### config.mk
export PLATFORM = sky130hd
export DESIGN_NAME = adc_reader
export DESIGN_NICKNAME = d
export VERILOG_FILES = /design/src/rtl/adc_pkg.sv /design/src/rtl/sync_2ff.sv /design/src/rtl/adc_reader.sv
export SDC_FILE = /design/constraint.sdc
export NUM_CORES = 1
export LEC_CHECK = 0
export CORE_ASPECT_RATIO = 0.6
export CORE_UTILIZATION = 44
export DETAILED_ROUTE_END_ITERATION = 8
export HOLD_SLACK_MARGIN = 0.03
export PLACE_DENSITY = 0.75
export SLEW_MARGIN = 20
export SYNTH_ARGS = -nofsm -noshare
export SYNTH_HDL_FRONTEND = slang
export SYNTH_HIERARCHICAL = 1
export SYNTH_SLANG_ARGS = --single-unit
### constraint.sdc
create_clock -name clk -period 1.8 [get_ports clk]
set_clock_uncertainty 0.15 [all_clocks]
set_input_delay 0.54 -clock clk [delete_from_list [all_inputs] [get_ports clk]]
set_output_delay 0.54 -clock clk [all_outputs]
set_load 0.01 [all_outputs]
### src/rtl/adc_pkg.sv
// Shared definitions for the ADC read controller: FSM encoding and fixed levels.
package adc_pkg;

   // Controller phases, one per step of the conversion/readout sequence
   typedef enum logic [2:0] {
      IDLE    = 3'd0,
      CONV    = 3'd1,
      WAIT_HI = 3'd2,
      WAIT_LO = 3'd3,
      READ    = 3'd4,
      GAP     = 3'd5
   } state_t;

   // All ADC strobes are active-low, so their inactive level is 1
   localparam logic STROBE_IDLE = 1'b1;

   // Alternating pattern shown on the LEDs until the first sample arrives
   localparam logic [7:0] LED_RST_PATTERN = 8'h55;

endpackage

### src/rtl/sync_2ff.sv
// Two-flop synchronizer for signals arriving from outside the clk domain.
module sync_2ff #(
   parameter int W = 1
)(
   input  logic         clk,
   input  logic         rst,
   input  logic [W-1:0] d,
   output logic [W-1:0] q
);

   logic [W-1:0] meta_reg;
   logic [W-1:0] sync_reg;

   // Two-stage resampling; the first stage may go metastable, the second settles it
   always_ff @(posedge clk) begin
      if (rst) begin
         meta_reg <= '0;
         sync_reg <= '0;
      end else begin
         meta_reg <= d;
         sync_reg <= meta_reg;
      end
   end

   assign q = sync_reg;

endmodule

### src/rtl/adc_reader.sv
// Conversion/readout controller for an 8-bit parallel ADC with a CONVST/BUSY/CS/RD bus.
// Every output comes straight from a register; the FSM computes next values combinationally.
module adc_reader
   import adc_pkg::*;
#(
   parameter int DATA_W       = 8,
   parameter int CONV_LOW_CYC = 4,
   parameter int RD_CYC       = 6,
   parameter int GAP_CYC      = 20,
   parameter int TIMEOUT_CYC  = 250,
   parameter int CNT_W        = 8
)(
   input  logic              clk,
   input  logic              rst,
   input  logic              start,
   input  logic              auto_en,
   input  logic              ch_sel,
   output logic              AB,
   output logic              CONVST_n,
   output logic              CS_n,
   output logic              RD_n,
   input  logic              BUSY,
   input  logic [DATA_W-1:0] D_in,
   output logic [DATA_W-1:0] data,
   output logic              data_ch,
   output logic              valid,
   output logic              timeout_err,
   output logic [DATA_W-1:0] LED
);

   // Terminal counter values: a phase of N clocks ends when the counter shows N-1
   localparam logic [CNT_W-1:0] CONV_LAST = CNT_W'(CONV_LOW_CYC - 1);
   localparam logic [CNT_W-1:0] RD_LAST   = CNT_W'(RD_CYC - 1);
   localparam logic [CNT_W-1:0] GAP_LAST  = CNT_W'(GAP_CYC - 1);
   localparam logic [CNT_W-1:0] TO_LAST   = CNT_W'(TIMEOUT_CYC - 1);

   logic busy_s;

   state_t            state_reg, state_next;
   logic [CNT_W-1:0]  cnt_reg, cnt_next;
   logic              convst_n_reg, convst_n_next;
   logic              rd_strobe_reg, rd_strobe_next;
   logic              ab_reg, ab_next;
   logic [DATA_W-1:0] data_reg, data_next;
   logic              data_ch_reg, data_ch_next;
   logic              valid_reg, valid_next;
   logic              timeout_reg, timeout_next;
   logic [DATA_W-1:0] led_reg, led_next;

   sync_2ff #(.W(1)) u_busy_sync (
      .clk (clk),
      .rst (rst),
      .d   (BUSY),
      .q   (busy_s)
   );

   // Next-state and next-output logic; every phase counter restarts at 0 on entry
   always_comb begin
      state_next     = state_reg;
      cnt_next       = cnt_reg;
      convst_n_next  = convst_n_reg;
      rd_strobe_next = rd_strobe_reg;
      ab_next        = ab_reg;
      data_next      = data_reg;
      data_ch_next   = data_ch_reg;
      led_next       = led_reg;
      valid_next     = 1'b0;
      timeout_next   = 1'b0;

      case (state_reg)
         IDLE: begin
            convst_n_next  = STROBE_IDLE;
            rd_strobe_next = STROBE_IDLE;
            if (start || auto_en) begin
               ab_next       = ch_sel;
               cnt_next      = '0;
               convst_n_next = ~STROBE_IDLE;
               state_next    = CONV;
            end
         end
         CONV: begin
            if (cnt_reg == CONV_LAST) begin
               convst_n_next = STROBE_IDLE;
               cnt_next      = '0;
               state_next    = WAIT_HI;
            end else begin
               cnt_next = cnt_reg + CNT_W'(1);
            end
         end
         WAIT_HI: begin
            if (busy_s) begin
               cnt_next   = '0;
               state_next = WAIT_LO;
            end else if (cnt_reg == TO_LAST) begin
               timeout_next = 1'b1;
               cnt_next     = '0;
               state_next   = GAP;
            end else begin
               cnt_next = cnt_reg + CNT_W'(1);
            end
         end
         WAIT_LO: begin
            if (!busy_s) begin
               rd_strobe_next = ~STROBE_IDLE;
               cnt_next       = '0;
               state_next     = READ;
            end else if (cnt_reg == TO_LAST) begin
               timeout_next = 1'b1;
               cnt_next     = '0;
               state_next   = GAP;
            end else begin
               cnt_next = cnt_reg + CNT_W'(1);
            end
         end
         READ: begin
            if (cnt_reg == RD_LAST) begin
               // Bus is still driven during the last low cycle, so capture on this edge
               rd_strobe_next = STROBE_IDLE;
               data_next      = D_in;
               led_next       = D_in;
               data_ch_next   = ab_reg;
               valid_next     = 1'b1;
               cnt_next       = '0;
               state_next     = GAP;
            end else begin
               cnt_next = cnt_reg + CNT_W'(1);
            end
         end
         GAP: begin
            if (cnt_reg == GAP_LAST) begin
               cnt_next   = '0;
               state_next = IDLE;
            end else begin
               cnt_next = cnt_reg + CNT_W'(1);
            end
         end
         default: begin
            convst_n_next  = STROBE_IDLE;
            rd_strobe_next = STROBE_IDLE;
            cnt_next       = '0;
            state_next     = IDLE;
         end
      endcase
   end

   // State and output registers; reset drops any transaction in flight without a valid
   always_ff @(posedge clk) begin
      if (rst) begin
         state_reg     <= IDLE;
         cnt_reg       <= '0;
         convst_n_reg  <= STROBE_IDLE;
         rd_strobe_reg <= STROBE_IDLE;
         ab_reg        <= 1'b0;
         data_reg      <= '0;
         data_ch_reg   <= 1'b0;
         valid_reg     <= 1'b0;
         timeout_reg   <= 1'b0;
         led_reg       <= DATA_W'(LED_RST_PATTERN);
      end else begin
         state_reg     <= state_next;
         cnt_reg       <= cnt_next;
         convst_n_reg  <= convst_n_next;
         rd_strobe_reg <= rd_strobe_next;
         ab_reg        <= ab_next;
         data_reg      <= data_next;
         data_ch_reg   <= data_ch_next;
         valid_reg     <= valid_next;
         timeout_reg   <= timeout_next;
         led_reg       <= led_next;
      end
   end

   // CS_n and RD_n always move together, so one register drives both pins
   assign CONVST_n    = convst_n_reg;
   assign CS_n        = rd_strobe_reg;
   assign RD_n        = rd_strobe_reg;
   assign AB          = ab_reg;
   assign data        = data_reg;
   assign data_ch     = data_ch_reg;
   assign valid       = valid_reg;
   assign timeout_err = timeout_reg;
   assign LED         = led_reg;

endmodule

==> impl_metrics.py, run 1 <==
metrics = {
    "timing": {
        "fmax_mhz": 492,
        "final_hold_viol_count": 0,
        "drv_slew": 0,
        "setup_viol": 25,
        "slew_headroom_pct": 76.1,
        "final.period_utilization_pct": 113,
        "setup_ws_ns": -0.234,
        "finalCriticalPeriod_ns": 2.03,
        "setup_tns_ns": -2.96,
        "rsz0062_at_grt": "true",
        "worst_pin_slew_ns": 0.356,
    },
    "synth": {
        "synth_edf_count": 0,
        "yosysTopAreaCellShare_pct": 40.1,
        "syn-cell-area_um2": 1550,
        "synth_cells": 184,
        "yosysWarnings": 6,
        "async_flop_share_pct": 0,
        "yosys.area.top_type": "dfxtp_1",
        "synth_cell_types": 45,
        "ys_seq_area_share_pct": 40.1,
        "synth_fp_nets": 201,
        "ys.flop_type": "dfxtp_1",
        "ys_ff_latch": 31,
        "synth.avg_cell_area_um2": 8.40,
        "synth_area_leaders": "dfxtp_1, nand2_1, a21oi_1",
    },
    "critical_path": {
        "r2r-start": "cnt_reg[1]",
        "r2r_end": "state_reg[2]",
        "critPathLaunch": "cnt_reg[1]",
        "cp.required_ns": 1.87,
        "path_max_fanout": 4,
        "worst_r2r_path_depth": 7,
        "ff2ff_setup_slack_ns": -0.23,
        "cp.arrival_ns": 2.10,
        "cp-endpoint": "state_reg[2]",
        "critPathCaptureType": "flip-flop",
        "start_kind": "flip-flop",
        "critPathKind": "reg2reg",
    },
    "final_layout": {
        "utilization_pct": 76.2,
        "multi_input_area_um2": 983,
        "area_growth_syn_to_layout_pct": 62.8,
        "fillCellCount": 219,
        "drive_gt1_share_pct": 36.3,
        "final_cell_count_no_fill": 304,
        "nNetsFinal": 275,
        "final-seq-area_um2": 641,
        "diodes": 0,
    },
    "global_route": {
        "grt_max_degree": 24,
        "track_usage_pct": 24.9,
        "antenna_found_initial": 0,
        "grt_overflow": 0,
        "grt_pass1_wl_mm": 6.73,
        "first_global_vias": 1421,
    },
    "clock_network": {
        "clockBufferDepth": 2,
        "ctsHoldBuffers": 0,
        "cts.sinks": 31,
        "cts_buffers": 5,
        "clk_pin_slew_ns": 0.07,
        "clk_latency_ns": 0.29,
        "h-tree-depth": 2,
        "root_buffer": "clkbuf_8",
        "cts_tree": "built",
    },
    "drt": {
        "wire_per_inst_um": 17.3,
        "vias": 1727,
        "drt_first_pass_iters": 5,
        "drt.antenna.violating_nets": 0,
        "drc": 0,
        "drtIter0Drc": 188,
        "drt_wl_total_mm": 5.25,
        "route.detailed.vias_per_inst": 5.68,
    },
    "power": {
        "clockPowerShare_pct": 22.9,
        "finalPower_mw": 2.66,
        "p_int_mw": 1.73,
        "cellLeakagePower_nw": 1.02,
        "power_switching_uw": 932,
        "power_frac_comb_pct": 46.9,
        "power_frac_seq_pct": 30.2,
        "ir_worst_vdd_uv": 847,
        "power.density_nw_per_um2": 1060,
        "swShare_pct": 35.0,
    },
    "floorplanning": {
        "num_rows": 16,
        "dieArea_um2": 3760,
        "die_w_um": 78.5,
        "core_area_um2": 3300,
        "initial_utilization_pct": 46.8,
        "die_h_um": 47.9,
        "io-pin-count": 37,
    },
    "job": {
        "max_cap_viol_count": 0,
    },
    "place": {
        "place_hpwl_mm": 2.93,
        "gp_congestion": 0.949,
        "numPortBuffers": 36,
        "placedCellCount": 280,
    },
    "worst_hold_path": {
        "hold_path.class": "reg2reg",
        "whs_path_depth": 1,
        "hp-start": "u_busy_sync/meta_reg",
    },
    "status": {
        "status": "complete, but fails checks",
        "violations": "setup timing",
    },
}
[cell usage in the layout, fill, tap and decap left out, types with 2 or more instances in the layout]
master           instances
nand2b_1                 2
nor2_4                   3
o22ai_1                  3
nor2b_1                  5
nand2_4                  3
nand2_1                 20
and3_1                   2
mux2i_1                  5
or2_4                    2
nand2_2                  4
dlygate4sd2_1           23
ha_4                     2
nor2_1                  10
a21oi_1                 12
nand3b_1                 3
a31oi_1                  5
nor3_1                   3
buf_6                    5
dfxtp_4                  4
a21o_1                   2
or3b_4                   2
a21oi_2                  4
nand3_1                  7
nand4_1                  2
a311o_1                  2
dfxtp_1                 23
dfxtp_2                  4
clkbuf_8                 7
and3b_2                  2
clkdlybuf4s50_1         13
inv_1                    6
buf_4                   37
o21ai_0                  6
[power by group through the flow]
stage | Combinational [mW] | Sequential [mW] | Clock [mW]
6_report | 1.25 | 0.806 | 0.610
5_1_grt | 1.31 | 0.810 | 0.652
4_1_cts | 1.08 | 0.803 | 0.604
3_5_place_dp | 0.867 | 0.806 | 0
3_3_place_gp | 0.842 | 0.803 | 0
2_1_floorplan | 0.549 | 0.789 | 0
[per-layer routing]
| metal | global-route usage [%] | vias up | wire length (um) |
|---|---|---|---|
| met1 | 31.3 | 804 | 2290 |
| met2 | 41.4 | 107 | 2320 |
| met5 | 0 | - | 0 |
| met4 | 10.0 | 0 | 109 |
| li1 | - | 798 | - |
| met3 | 7.62 | 18 | 528 |
[cell type report]
type | instances | area share [%]
tap | 45 | 2.24
clock buffer | 8 | 3.98
inverter | 7 | 1.04
timing repair buffer | 80 | 28.2
multi-input combinational | 133 | 39.1
sequential | 31 | 25.4
[critical path, stage by stage, from the launching register on]
cell	delay [ns]
dfxtp_4	0.38
ha_4	0.15
nor3b_4	0.25
o32ai_4	0.14
buf_4	0.16
or3_4	0.39
a31o_1	0.22
a21oi_2	0.12
[logic make-up after synthesis]
group                    synth area share [%]
AO/OA/AOI/OAI                            18.0
XOR/XNOR                                0.566
adder cells (fa/ha/maj)                  2.43
buffers and inverters                    8.09
flip-flops                               40.1
multiplexers                             3.24
AND/OR/NAND/NOR                          27.5
[worst min-delay path by stage]
stage | end | slack (ns)
global route | u_busy_sync/q | 0.30
detailed placement | u_busy_sync/q | 0.28
CTS | u_busy_sync/q | 0.30
global placement | u_busy_sync/q | 0.27
finish | u_busy_sync/q | 0.29
floorplan | u_busy_sync/q | 0.26
[what timing repair did]
action	CTS	global route
endpoints found under the setup margin	47	25
setup buffers	4	8
pin swaps	9	19
resized for setup	47	24
gates cloned	2	2
[per-stage QoR]
| step | hold slack (ns) | setup WS, ns | cell area, um2 |
|---|---|---|---|
| after floorplan | 0.264 | 0.00929 | 1570 |
| after global placement | 0.275 | -0.241 | 2130 |
| after detailed placement | 0.278 | -0.270 | 2130 |
| after global routing | 0.302 | -0.279 | 2520 |
| after CTS | 0.298 | -0.164 | 2350 |
| final | 0.293 | -0.234 | 2520 |
[cell usage after synthesis, types with 2 or more instances]
master    instances
and3_1            2
nor4_2            2
a21o_1            2
nor2_1           10
a22oi_1           2
buf_4             5
and3b_1           2
nand4_1           2
inv_1             7
o22ai_1           3
buf_2             4
mux2i_1           5
nor3b_1           2
a21oi_1          15
nor2b_1           5
nand3_1           7
or3b_1            2
or2_1             2
clkbuf_1          5
o21ai_0           6
dfxtp_1          31
nand2_1          27
a31oi_1           6
nand3b_1          3
buf_6             2
nor3_1            3
nand2b_1          2
ha_1              3
Note: power is estimated with default switching activity, not from simulation.
==> run 2: changes to the inputs <==
--- a/config.mk
+++ b/config.mk
@@ -6,10 +6,11 @@
 export NUM_CORES = 1
 export LEC_CHECK = 0
 export CORE_ASPECT_RATIO = 0.6
-export CORE_UTILIZATION = 44
+export CORE_UTILIZATION = 49
 export DETAILED_ROUTE_END_ITERATION = 8
 export HOLD_SLACK_MARGIN = 0.03
-export PLACE_DENSITY = 0.75
+export PLACE_DENSITY = 0.79
+export SKIP_LAST_GASP = 1
 export SLEW_MARGIN = 20
 export SYNTH_ARGS = -nofsm -noshare
 export SYNTH_HDL_FRONTEND = slang
==> constraint.sdc (replaced) <==
create_clock -name clk -period 1.9 [get_ports clk]
set_clock_uncertainty 0.15 [all_clocks]
set_input_delay 0.57 -clock clk [delete_from_list [all_inputs] [get_ports clk]]
set_output_delay 0.57 -clock clk [all_outputs]
set_load 0.01 [all_outputs]
==> impl_metrics.py, run 2 (synthesis gave the netlist of run 1 again) <==
metrics = {
    "global_route": {
        "first_global_vias": 1407,
        "grt_overflow": 0,
        "grt_pass1_wl_mm": 6.21,
        "track_usage_pct": 25.0,
        "antenna_found_initial": 0,
        "grt_max_degree": 26,
    },
    "floorplanning": {
        "initial_utilization_pct": 52.8,
        "dieArea_um2": 3390,
        "die_h_um": 45.5,
        "num_rows": 15,
        "die_w_um": 74.5,
        "core_area_um2": 2930,
        "io-pin-count": 37,
    },
    "critical_path": {
        "cp.required_ns": 1.91,
        "crit_chain": "ha_2 > nor3b_2 > o32ai_2 > a311o_2 > a31oi_1 > mux2i_1",
        "crit_slowest_cell": "a311o_2",
        "r2r_end": "cnt_reg[3]",
        "path_max_fanout": 6,
        "ff2ff_setup_slack_ns": -0.08,
        "worst_r2r_path_depth": 6,
        "critPathCaptureType": "flip-flop",
        "slowest_delay_ns": 0.44,
        "cp.arrival_ns": 1.99,
        "start_kind": "flip-flop",
        "r2r-start": "cnt_reg[0]",
        "critPathKind": "reg2reg",
    },
    "power": {
        "power_frac_seq_pct": 32.8,
        "clockPowerShare_pct": 29.3,
        "cellLeakagePower_nw": 1.02,
        "p_int_mw": 1.55,
        "power_frac_comb_pct": 37.9,
        "ir_worst_vdd_uv": 765,
        "power_switching_uw": 760,
        "power.density_nw_per_um2": 1000,
        "swShare_pct": 32.9,
    },
    "worst_hold_path": {
        "hp-start": "u_busy_sync/meta_reg",
        "hold_path.class": "reg2reg",
        "min_to": "u_busy_sync/q",
        "whs_path_depth": 1,
    },
    "final_layout": {
        "final-seq-area_um2": 631,
        "multi_input_area_um2": 880,
        "layout_common_cells": "buf_4, nand2_1, dfxtp_1",
        "drive_gt1_share_pct": 26.2,
        "area_growth_syn_to_layout_pct": 49.4,
        "final_cell_count_no_fill": 286,
        "fillCellCount": 189,
        "diodes": 0,
        "final_common_cell": "buf_4",
        "nNetsFinal": 260,
    },
    "clock_network": {
        "cts_tree": "built",
        "cts.sinks": 31,
        "cts_buffers": 5,
        "clk_pin_slew_ns": 0.06,
        "clockBufferDepth": 2,
        "clk_latency_ns": 0.29,
        "h-tree-depth": 2,
        "root_buffer": "clkbuf_8",
    },
    "timing": {
        "setup_ws_ns": -0.0785,
        "slew_headroom_pct": 63.5,
        "setup_viol": 3,
        "drv_slew": 0,
        "worst_pin_slew_ns": 0.547,
        "final.period_utilization_pct": 104,
        "final_hold_viol_count": 0,
        "hold-worst-slack_ns": 0.299,
        "fmax_mhz": 505,
        "rsz0062_at_grt": "true",
        "finalCriticalPeriod_ns": 1.98,
    },
    "place": {
        "gp_congestion": 0.858,
        "numPortBuffers": 36,
        "place_ws_ns": -0.256,
        "place_hpwl_mm": 2.87,
        "placedCellCount": 273,
    },
    "drt": {
        "drt_wl_total_mm": 4.28,
        "drtIter0Drc": 120,
        "route.detailed.vias_per_inst": 5.73,
        "wire_per_inst_um": 15.0,
        "vias": 1639,
        "drc": 0,
        "drt_first_pass_iters": 4,
        "drt.antenna.violating_nets": 0,
    },
    "status": {
        "violations": "setup timing",
        "status": "complete, but fails checks",
    },
    "job": {
        "max_cap_viol_count": 0,
    },
}
## run 2: cell types whose count changed in the layout (fill, tap and decap cells not counted), sizes merged
cell           change
buf               -13
bufinv             +1
clkbuf             -3
clkdlybuf4s50      +4
clkinv             +1
dlygate4sd2       -15
dlymetal6s2s      +11
or2                -1
## run 2: how the worst max path moves through the flow
stage / startpoint / to / slack, ns
2_1_floorplan: cnt_reg[0] / cnt_reg[7] / 0.01
3_3_place_gp: auto_en / state_reg[1] / -0.22
3_5_place_dp: start / state_reg[1] / -0.26
4_1_cts: start / state_reg[1] / -0.02
5_1_grt: cnt_reg[0] / cnt_reg[3] / -0.14
6_report: cnt_reg[0] / cnt_reg[3] / -0.08
## run 2: per-layer routing
metal	up-vias	part of all wire, %	global-route usage [%]
li1	766	-	-
met5	-	0	0
met1	771	44	32.1
met2	86	46	41.6
met4	0	3.3	8.68
met3	16	7.1	6.19
## run 2: area by class of cell
cell class,count,share of cell area (%)
Inverter,7,1.14
Timing Repair Buffer,66,26.1
Clock inverter,2,1.52
Multi-Input combinational cell,132,38.1
Tap cell,42,2.28
Clock buffer,6,3.58
Sequential cell,31,27.3
## run 2: metrics by stage
step / TNS, ns / instance area (um2) / util, % / total power, mW
finish: -0.163 / 2310 / 78.9 / 2.31
global placement: -1.14 / 2060 / 70.5 / 1.47
floorplan: 0 / 1550 / - / 1.27
detailed placement: -1.53 / 2060 / 70.5 / 1.51
CTS: -0.0482 / 2220 / 75.8 / 2.18
global route: -0.626 / 2310 / 78.9 / 2.41
## run 2: power by group through the flow
| stage | logic (mW) | clock network (mW) | registers [mW] |
|---|---|---|---|
| 6_report | 0.876 | 0.677 | 0.760 |
| 5_1_grt | 0.936 | 0.703 | 0.766 |
| 4_1_cts | 0.752 | 0.680 | 0.750 |
| 3_5_place_dp | 0.746 | 0 | 0.760 |
| 3_3_place_gp | 0.718 | 0 | 0.756 |
| 2_1_floorplan | 0.520 | 0 | 0.745 |
## run 2: what timing repair did
action	in CTS	in global routing
cloned	0	2
endpoints found under the setup margin	33	24
pin swaps	2	5
endpoints found under the hold margin	0	0
gates resized for setup	19	22
hold buffers	0	0
setup buffers	2	1
## run 2: critical path: cells and delay by family (launching register included)
family                   cells  cell delay, ns
flip-flops                   1            0.37
adder cells (fa/ha/maj)      1            0.20
AO/OA/AOI/OAI                3            0.77
AND/OR/NAND/NOR              1            0.24
multiplexers                 1            0.13
